`src/rtl/entry_sequencer.sv`:
```
// entry_sequencer: keypad front end for the calculator.
// Synchronises and debounces 16 raw buttons, accepts one keystroke per press,
// classifies it and acts as the single ordered writer of the operand RAM.
module entry_sequencer #(
  parameter int DEBOUNCE_CYCLES = 20800,
  parameter int MAX_DIGITS      = 3
) (
  input  logic        clk_i,
  input  logic        reset_n,
  input  logic [15:0] button,
  output logic        we,
  output logic [2:0]  adr,
  output logic [4:0]  value,
  output logic [2:0]  num_state,
  output logic        err,
  output logic        clr
);

  localparam int CW = $clog2(DEBOUNCE_CYCLES + 1);
  localparam int DW = $clog2(MAX_DIGITS + 1);
  localparam logic [CW-1:0] DB_LAST = CW'(DEBOUNCE_CYCLES);
  localparam logic [DW-1:0] DIG_MAX = DW'(MAX_DIGITS);

  typedef enum logic [1:0] {S_RELEASED, S_ARMING, S_ACCEPT, S_HOLD} db_state_e;
  typedef enum logic [2:0] {PH_A = 3'd0, PH_OP = 3'd1, PH_B = 3'd2, PH_RES = 3'd3} phase_e;

  logic [15:0]   sync1_q, sync2_q, btn_s;
  db_state_e     state_q, state_d;
  logic [CW-1:0] cnt_q, cnt_d, cnt_inc_s;
  logic [15:0]   pat_q, pat_d;
  phase_e        phase_q, phase_d;
  logic [DW-1:0] cnt_a_q, cnt_a_d, cnt_b_q, cnt_b_d;
  logic          we_q, we_d, err_q, err_d, clr_q, clr_d;
  logic [2:0]    adr_q, adr_d, num_state_q, num_state_d;
  logic [4:0]    value_q, value_d;
  logic          btn_single_s, accept_s;
  logic [3:0]    key_idx_s;

  // Keystroke action candidates, applied only on the edge that enters ACCEPT
  logic          a_we_s, a_err_s, a_clr_s;
  logic [2:0]    a_adr_s;
  logic [4:0]    a_val_s;
  phase_e        a_phase_s;
  logic [DW-1:0] a_cnt_a_s, a_cnt_b_s;

  assign btn_s        = sync2_q;
  assign btn_single_s = (btn_s != 16'd0) && ((btn_s & (btn_s - 16'd1)) == 16'd0);
  assign cnt_inc_s    = cnt_q + CW'(1);

  // Two-flop synchroniser for the asynchronous button lines
  always_ff @(posedge clk_i or negedge reset_n) begin
    if (!reset_n) begin
      sync1_q <= 16'd0;
      sync2_q <= 16'd0;
    end else begin
      sync1_q <= button;
      sync2_q <= sync1_q;
    end
  end

  // Index of the (single) set bit of the captured pattern
  always_comb begin
    key_idx_s = 4'd0;
    for (int i = 0; i < 16; i++) begin
      if (pat_q[i]) key_idx_s = 4'(i);
      else          key_idx_s = key_idx_s;
    end
  end

  // Decide what the current key would do in the current phase
  always_comb begin
    a_we_s    = 1'b0;
    a_err_s   = 1'b0;
    a_clr_s   = 1'b0;
    a_adr_s   = adr_q;
    a_val_s   = value_q;
    a_phase_s = phase_q;
    a_cnt_a_s = cnt_a_q;
    a_cnt_b_s = cnt_b_q;
    if (key_idx_s == 4'd15) begin
      a_clr_s   = 1'b1;
      a_phase_s = PH_A;
      a_cnt_a_s = '0;
      a_cnt_b_s = '0;
    end else if (phase_q == PH_RES) begin
      a_err_s = 1'b1;
    end else if (key_idx_s <= 4'd9) begin
      case (phase_q)
        PH_A: begin
          if (cnt_a_q < DIG_MAX) begin
            a_we_s    = 1'b1;
            a_adr_s   = 3'(cnt_a_q);
            a_val_s   = {1'b0, key_idx_s};
            a_cnt_a_s = cnt_a_q + DW'(1);
          end else begin
            a_err_s = 1'b1;
          end
        end
        PH_OP: begin
          a_we_s    = 1'b1;
          a_adr_s   = 3'd4;
          a_val_s   = {1'b0, key_idx_s};
          a_phase_s = PH_B;
          a_cnt_b_s = DW'(1);
        end
        PH_B: begin
          if (cnt_b_q < DIG_MAX) begin
            a_we_s    = 1'b1;
            a_adr_s   = 3'd4 + 3'(cnt_b_q);
            a_val_s   = {1'b0, key_idx_s};
            a_cnt_b_s = cnt_b_q + DW'(1);
          end else begin
            a_err_s = 1'b1;
          end
        end
        default: a_err_s = 1'b1;
      endcase
    end else if (key_idx_s <= 4'd13) begin
      // Operator: first one after operand A, or a change of operator
      if ((phase_q == PH_A && cnt_a_q != '0) || phase_q == PH_OP) begin
        a_we_s    = 1'b1;
        a_adr_s   = 3'd3;
        a_val_s   = 5'h10 + {1'b0, key_idx_s - 4'd10};
        a_phase_s = PH_OP;
      end else begin
        a_err_s = 1'b1;
      end
    end else begin
      // Equals needs at least one digit of operand B
      if (phase_q == PH_B && cnt_b_q != '0) a_phase_s = PH_RES;
      else                                  a_err_s   = 1'b1;
    end
  end

  // Debounce FSM next state and registered output selection
  always_comb begin
    state_d     = state_q;
    cnt_d       = cnt_q;
    pat_d       = pat_q;
    phase_d     = phase_q;
    cnt_a_d     = cnt_a_q;
    cnt_b_d     = cnt_b_q;
    we_d        = 1'b0;
    err_d       = 1'b0;
    clr_d       = 1'b0;
    adr_d       = adr_q;
    value_d     = value_q;
    num_state_d = num_state_q;
    accept_s    = 1'b0;
    case (state_q)
      S_RELEASED: begin
        cnt_d = '0;
        if (btn_s != 16'd0) begin
          state_d = S_ARMING;
          pat_d   = btn_s;
        end else begin
          state_d = S_RELEASED;
        end
      end
      S_ARMING: begin
        if (btn_s == 16'd0) begin
          state_d = S_RELEASED;
          cnt_d   = '0;
        end else if (!btn_single_s) begin
          state_d = S_HOLD;
          cnt_d   = '0;
        end else if (btn_s != pat_q) begin
          pat_d = btn_s;
          cnt_d = '0;
        end else if (cnt_inc_s == DB_LAST) begin
          state_d  = S_ACCEPT;
          cnt_d    = '0;
          accept_s = 1'b1;
        end else begin
          cnt_d = cnt_inc_s;
        end
      end
      S_ACCEPT: begin
        // The phase becomes visible on the edge that drops the strobe
        state_d     = S_HOLD;
        cnt_d       = '0;
        num_state_d = 3'(phase_q);
      end
      S_HOLD: begin
        if (btn_s != 16'd0) begin
          cnt_d = '0;
        end else if (cnt_inc_s == DB_LAST) begin
          state_d = S_RELEASED;
          cnt_d   = '0;
        end else begin
          cnt_d = cnt_inc_s;
        end
      end
      default: begin
        state_d = S_RELEASED;
        cnt_d   = '0;
      end
    endcase
    if (accept_s) begin
      we_d    = a_we_s;
      err_d   = a_err_s;
      clr_d   = a_clr_s;
      adr_d   = a_adr_s;
      value_d = a_val_s;
      phase_d = a_phase_s;
      cnt_a_d = a_cnt_a_s;
      cnt_b_d = a_cnt_b_s;
    end else begin
      phase_d = phase_q;
    end
  end

  // State, counters and registered outputs
  always_ff @(posedge clk_i or negedge reset_n) begin
    if (!reset_n) begin
      state_q     <= S_RELEASED;
      cnt_q       <= '0;
      pat_q       <= 16'd0;
      phase_q     <= PH_A;
      cnt_a_q     <= '0;
      cnt_b_q     <= '0;
      we_q        <= 1'b0;
      err_q       <= 1'b0;
      clr_q       <= 1'b0;
      adr_q       <= 3'd0;
      value_q     <= 5'd0;
      num_state_q <= 3'd0;
    end else begin
      state_q     <= state_d;
      cnt_q       <= cnt_d;
      pat_q       <= pat_d;
      phase_q     <= phase_d;
      cnt_a_q     <= cnt_a_d;
      cnt_b_q     <= cnt_b_d;
      we_q        <= we_d;
      err_q       <= err_d;
      clr_q       <= clr_d;
      adr_q       <= adr_d;
      value_q     <= value_d;
      num_state_q <= num_state_d;
    end
  end

  assign we        = we_q;
  assign err       = err_q;
  assign clr       = clr_q;
  assign adr       = adr_q;
  assign value     = value_q;
  assign num_state = num_state_q;

endmodule

```
`config.mk`:
```
export PLATFORM = sky130hd
export DESIGN_NAME = entry_sequencer
export DESIGN_NICKNAME = d
export VERILOG_FILES = /design/src/rtl/entry_sequencer.sv
export SDC_FILE = /design/constraint.sdc
export NUM_CORES = 1
export LEC_CHECK = 0
export ABC_CLOCK_PERIOD_IN_PS = 2900
export CORE_UTILIZATION = 53
export DETAILED_ROUTE_END_ITERATION = 8
export GPL_ROUTABILITY_DRIVEN = 0
export MAX_ROUTING_LAYER = met4
export PLACE_DENSITY = 0.78
export SYNTH_ARGS = -nofsm -noshare
export SYNTH_HDL_FRONTEND = slang
export SYNTH_SLANG_ARGS = --single-unit
```
`constraint.sdc`:
```
create_clock -name clk_i -period 2.9 [get_ports clk_i]
set_input_delay 0.29 -clock clk_i [delete_from_list [all_inputs] [get_ports clk_i]]
set_output_delay 0.29 -clock clk_i [all_outputs]
set_load 0.1 [all_outputs]
```
# --- Word level (Yosys, flattened, before mapping) ---
# Index checks and enable logic that the tools add are counted.
# Widths: inputs -> output; s select.
totals:
  ff_bits: 86
  latchBits: 0
  ram_bits: 0
  mem_bits_ro: 0
  inputBits: 18
  word_cells: 167
  mem_count: 0
op_classes:
  addsub: 7
  n_mul: 0
  div: 0
  order_cmp: 4
  n_eq_ne: 24
  shift: 0
  muxes: 89
  bitwise_logic: 3
  reduce_logical: 26
op_table:
  columns: ["operator", "n"]
  rows:
  - ["$mux 15", 5]
  - ["$mux 16", 4]
  - ["$mux 4", 14]
  - ["$pmux 15 s3", 1]
  - ["$mux 3", 12]
  - ["$logic_not 16->1", 2]
  - ["$pmux 16 s2", 1]
  - ["$mux 2", 15]
  - ["$mux 1", 26]
  - ["$mux 5", 5]
  - ["$reduce_and 5->1", 4]
  - ["$and 16x16->16", 1]
  - ["$ne 16x16->1", 1]
  - ["$reduce_bool 16->1", 1]
  - ["$reduce_bool 2->1", 8]
  - ["$sub 16x1->16 const B", 1]
  - ["$add 15x1->15 const B", 1]
  - ["$eq 15x15->1 const B", 1]
  - ["$pmux 5 s3", 1]
  - ["$ne 2x2->1 const B", 7]
  - ["$ne 3x3->1 const B", 3]
  - ["$pmux 3 s3", 1]
  - ["$le 4x4->1 const B", 2]
  - ["$ne 4x4->1 const B", 2]
  - ["other kinds (26)", 34]

# --- Longest topological paths before layout ---
depth:
  word_depth: 21
  ltp_mapped: 9

# --- Worst setup path after synthesis ---
# No wires, ideal clock.
synth_timing:
  path_kind: "reg2reg"
  startpoint: "register cnt_q[0]"
  endpoint: "register adr_q[0] (netlist: adr[0])"
  setup_time_ns: 0.125
  arrival_ns: 2.635
  setup_slack_ns: 0.140
  path_stages_with_launch: 9
  n_path_buf: 0
  synth_period_minus_slack_ns: 2.760
  path_cell_list: "dfrtp_1 > ha_1 > and4_1 > and3_1 > and4b_1 > nor2_1 > or4b_4 > nor3_4 > mux2_2"
synth_between:
  elab_chain_len: 8
synth_lines:
  columns: ["item", "line_no", "rtl"]
  rows:
  - ["from (decl)", "29", "logic [CW-1:0] cnt_q, cnt_d, cnt_inc_s;"]
  - ["from (signal assigned)", "230", "cnt_q <= cnt_d;"]
  - ["$add 15x1->15", "48", "assign cnt_inc_s = cnt_q + CW'(1);"]
  - ["$eq 15x15->1", "170", "end else if (cnt_inc_s == DB_LAST) begin"]
  - ["$mux 1", "170", null]
  - ["$mux 1", "167", "end else if (btn_s != pat_q) begin"]
  - ["$mux 1", "164", "end else if (!btn_single_s) begin"]
  - ["$mux 1", "161", "if (btn_s == 16'd0) begin"]
  - ["$mux 1", "150", "case (state_q)"]
  - ["$reduce_and 8->1 (no source line)", null, null]
  - ["to (signal assigned)", "238", "adr_q <= adr_d;"]
  - ["to (decl)", "34", "logic [2:0] adr_q, adr_d, num_state_q, num_state_d;"]
# Every way passes these cells.
# A chain may end at the register's enable or synchronous reset.

# --- Final worst setup path ---
layout_timing:
  startpoint: "register sync2_q[5] (netlist: btn_s[5])"
  endpoint: "register cnt_a_q[0]"
layout_between:
  elab_chain_len: 8
layout_lines:
  columns: ["item", "line_no", "rtl"]
  rows:
  - ["from (decl)", "27", "logic [15:0] sync1_q, sync2_q, btn_s;"]
  - ["from (signal assigned)", "57", "sync2_q <= sync1_q;"]
  - ["$sub 16x1->16", "47", "assign btn_single_s = (btn_s != 16'd0) && ((btn_s & (btn_s - 16'd1)) == 16'd0);"]
  - ["$and 16x16->16", "47", null]
  - ["$logic_not 16->1", "47", null]
  - ["$logic_and 1x1->1", "47", null]
  - ["$mux 1", "164", null]
  - ["$mux 1 (*)", "161", null]
  - ["$mux 1 (*)", "150", null]
  - ["$reduce_and 5->1 (no source line) (*)", null, null]
  - ["to (signal assigned)", "233", "cnt_a_q <= cnt_a_d;"]
  - ["to (decl)", "32", "logic [DW-1:0] cnt_a_q, cnt_a_d, cnt_b_q, cnt_b_d;"]
# Mark *: on every way between the ends. The rest lies on a longest branch, timed or not.

==> Implementation_results.wiki <==
{| class="wikitable"
! Metric !! Value
|-
| Transition time of the tightest slew-check pin || around 1000 ps
|-
| Rows || 31
|-
| Seq/Total Area, Yosys || 0.505
|-
| Core Area || between 7000 and 8000 sq um
|-
| Dpl cells || 519
|-
| Number of antenna diodes || 0
|-
| Wire length of the first global-routing pass || 14200 um
|-
| Met2 Use GR || 0.342
|-
| Layer with the highest usage || met2
|-
| CP max stage delay || between 400 and 500 ps
|-
| Per-instance average area after synthesis || 10.9 sq um
|-
| Post-synth top flop || sky130_fd_sc_hd__dfrtp_1
|-
| Power per cell area || between 400 and 500 nW/um^2
|-
| Die extent in x || 90.6 um
|-
| Number of inserted filler cells in the final layout || 565
|-
| Hold buffers post-CTS || 0
|-
| CP Cell Sequence || or3_1, nor4_4, nand3_2, a211oi_4, nand2_2, or3b_4, mux2_4
|-
| Initial antenna violation count || 0
|-
| Met3 routing resource usage after global routing || 0.0438
|-
| Vias per std cell || around 5.7
|-
| Share of Yosys cell area claimed by the top area cell type || 0.505
|-
| Share of total power in the clock network || 0.391
|-
| Global-route total usage across every layer || 0.225
|-
| Leakage Power || 2.06 nW
|-
| Post-synth cell types || 65
|-
| Total Neg Setup Slack || 0 ps
|-
| Port bufs || 30
|-
| Post-route clock period utilization || 0.982
|-
| Nets in the synthesized netlist || ~410
|-
| Minimum clock period || 2850 ps
|-
| Number of design rule violations left after detail routing || 0
|-
| Fraction of registers with async set or reset after synthesis || 1.00
|-
| Largest fanout of any net on the critical path || 5
|-
| Comb power frac || 0.063
|-
| Final design area excluding fillers || 4960 sq um
|-
| Cell chosen for the clock root || sky130_fd_sc_hd__clkbuf_8
|-
| Met1 layer usage reported by global route || 0.297
|-
| Maximum buffer depth of the clock tree || 2
|-
| Total wire length after detailed routing || ~8400 um
|-
| Critical Path Slowest Stage Cell || sky130_fd_sc_hd__dfrtp_1
|-
| Final count of pins violating max slew || 0
|-
| Vias in the first global route || a little under 3000
|-
| Clock transition at path regs || 90 ps
|-
| Delay-heaviest family, CP || simple AND/OR/NAND/NOR gates
|-
| TritonCTS clock tree || yes
|-
| Maximum clock skew at final layout || roughly 12 ps
|-
| Number of non-filler instances in the completed layout || 538
|-
| I/O pins || 32
|-
| DRC violation total after the first TritonRoute iteration || between 100 and 150
|-
| Startpoint class of the critical path || flop
|-
| Register bit total from synthesis || 84
|-
| Count of antenna-violating nets left after detailed routing || 0
|-
| Most area-hungry cell type in the Yosys netlist || sky130_fd_sc_hd__dfrtp_1
|-
| H-tree lvl count || 3
|-
| Adder-cell share of the synthesized area || 0.0325
|-
| Capturing element type of the critical path || flop
|-
| Clock net sink count || 84
|-
| Worst hold path type || input port to asynchronous set/reset pin
|-
| Drt wl/cell || 15.6 um
|-
| Synthesis Warnings || 0
|-
| Sw Ratio || 0.255
|-
| XOR/XNOR Fraction of Synth Area || 0.0631
|-
| Required time of the critical path || approximately 3200 ps
|-
| Pin count of the biggest net entering global routing || 85
|-
| Gr ovfl total || 0
|-
| Final-report hold violation count || 0
|-
| Post-synthesis compound-gate area fraction || 0.0833
|-
| Dpl cell area || around 4600 sq um
|-
| Category of the most critical setup path || flop to flop
|-
| Relative max-transition margin || 0.304
|-
| RSZ-0062 raised after global routing || true
|-
| NetSw || 0.000577 W
|-
| Post-Synth Simple-Gate Area || 0.199
|-
| Initial core utilization || 0.562
|-
| Critical path buffers and inverters || 0
|-
| Count of flip-flops with a built-in enable after synthesis || 0
|-
| Vias after detailed routing || 3056
|-
| HPWL Detailed || 5790 um
|-
| Synthesized instance count || 383
|-
| Peak supply drop || about 0.00037 V
|-
| Cell area after synthesis || 4160 sq um
|-
| Nets || 462
|-
| Post-synthesis mux area share || 0.0806
|-
| Clock buffer count from CTS || 9
|-
| Post-layout total power || 0.00227 W
|-
| Die area || approximately 8200 sq um
|-
| Proportion of layout cells with a drive suffix above 1 || 0.244
|-
| Result of the run || finished clean
|-
| Leading cell types by total area after synthesis || sky130_fd_sc_hd__dfrtp_1 (50%), sky130_fd_sc_hd__mux2_2 (5.1%), sky130_fd_sc_hd__xnor2_1 (5.0%)
|-
| Internal power || 0.00169 W
|-
| FMAX || 0.351 GHz
|-
| Area growth syn-to-layout || 19.1%
|-
| Latest clock arrival within the worst-skew pair || 370 ps
|-
| Height of the chip || around 90 um
|-
| Crit path arrival time || 3110 ps
|-
| DR pass1 iterations || 4
|-
| Relative contribution of sequential cells to total power || 0.545
|-
| Largest family of logic cells by synthesized area || simple AND/OR/NAND/NOR gates
|-
| Maximum Capacitance Violations || 0
|-
| Setup violation total in the final timing report || 0
|}
state kept, by name (all words and copies together), names as in the netlist, named ones only:
| name | count |
|---|---|
| adr | 3 |
| btn_s | 16 |
| clr | 1 |
| cnt_a_q | 2 |
| cnt_b_q | 2 |
| cnt_q | 15 |
| err | 1 |
| num_state | 2 |
| pat_q | 16 |
| phase_q | 2 |
| state_q | 1 |
| sync1_q | 16 |
| value | 5 |
| we | 1 |
power groups by stage:
stage | sequential [W] | clock [W] | combinational [W]
final | 0.00124 | 0.000887 | 0.000144
after global routing | 0.00124 | 0.000959 | 0.000159
after CTS | 0.00124 | 0.000903 | 0.000140
after detailed placement | 0.00126 | 0 | 0.000139
after global placement | 0.00126 | 0 | 0.000136
after floorplan | 0.00125 | 0 | 0.0000705
metrics by stage:
step                setup slack, ps  hold WS (ps)   util
global route                  -73.1           179  0.669
detailed placement             36.3           335  0.626
CTS                            1.41           134  0.655
floorplan                       140         -5.59      -
global placement                103           332  0.626
finish                         52.0          87.7  0.669
path summary, 6_finish.rpt:
check                                     startpoint                endpoint  slack, ps  cells after the start
max in group asynchronous                    reset_n      cnt_q[5]$_DFF_PN0_       2100                      1
min in group clk_i                         button[2]    sync1_q[2]$_DFF_PN0_        350                      1
worst max-delay path              btn_s[5]$_DFF_PN0_  cnt_a_q[0]$_DFFE_PN0P_         50                      7
worst min register to register  sync1_q[7]$_DFF_PN0_      btn_s[7]$_DFF_PN0_        350                      0
worst min-delay path                         reset_n      adr[1]$_DFFE_PN0P_         90                      1
worst max register to register    btn_s[5]$_DFF_PN0_  cnt_a_q[0]$_DFFE_PN0P_         50                      7
worst reg2reg max path, delay by kind of cell (launching register included):
family,cells,cell delay [ps]
AOI/OAI and AO/OA,1,310
DFF,1,460
muxes,1,300
and+or+nand+nor,5,1670
cells by family after synthesis:
group,after synthesis
buffers and inverters,32
other,1
and+or+nand+nor,142
xor gates and xnor gates,30
AOI/OAI and AO/OA,53
DFF,84
adders and majority gates,11
muxes,30
layout make-up:
class,instances,area (sq um),area share
multi-input cells,267,2000,0.402
clock inverters,7,86.3,0.0174
flip-flops and latches,84,2100,0.424
repair buffers,54,458,0.0924
well taps,99,124,0.0250
clock buffers,9,124,0.0250
inverters,18,67.6,0.0136
metal layers:
| layer | up-vias | wire length, um |
|---|---|---|
| li1 | 1468 | - |
| met1 | 1510 | 3820 |
| met2 | 63 | 4070 |
| met3 | 15 | 360 |
| met4 | 0 | 162 |
| met5 | - | 0 |
synthesized netlist by cell type (all sizes together), types with 3 or more instances:
cell / count
inv: 18
ha: 10
xor2: 6
nor2: 27
and4: 3
or4b: 3
a21oi: 16
mux2i: 5
a2111oi: 5
mux2: 25
nand2b: 3
nand3: 13
nor3: 23
o31a: 3
or4: 3
buf: 7
nand4: 10
clkbuf: 7
nor4: 14
nand2: 25
o21ai: 11
xnor2: 24
or3: 4
dfrtp: 84
cell usage in the layout, fill, tap and decap left out, drive strengths merged, types with 2 or more instances in the layout:
cell	synthesis	routed
a21oi	16	16
or4	3	3
and3	2	2
xnor2	24	24
and4	3	3
o22ai	2	2
nor3b	2	2
o211ai	2	2
buf	7	38
nand2b	3	3
nand3b	2	2
ha	10	10
nor2b	2	2
mux2i	5	5
nor3	23	23
or2	2	2
or4b	3	3
clkdlybuf4s50	0	16
o31a	3	3
nand3	13	13
nand4	10	10
nand2	25	25
o21a	2	2
a2111oi	5	5
xor2	6	6
o21ai	11	11
or3	4	4
inv	18	23
nor2	27	27
a211oi	2	2
dfrtp	84	84
mux2	25	25
nor4	14	14
and2	2	2
clkbuf	7	9
repair_timing:
action                     CTS  global route
gates resized for setup      1            22
setup buffers                0             3
pin swaps                    0             9
cloned                       0             0
setup endpoints to repair    1            30
(Power assumes the default switching activity.)
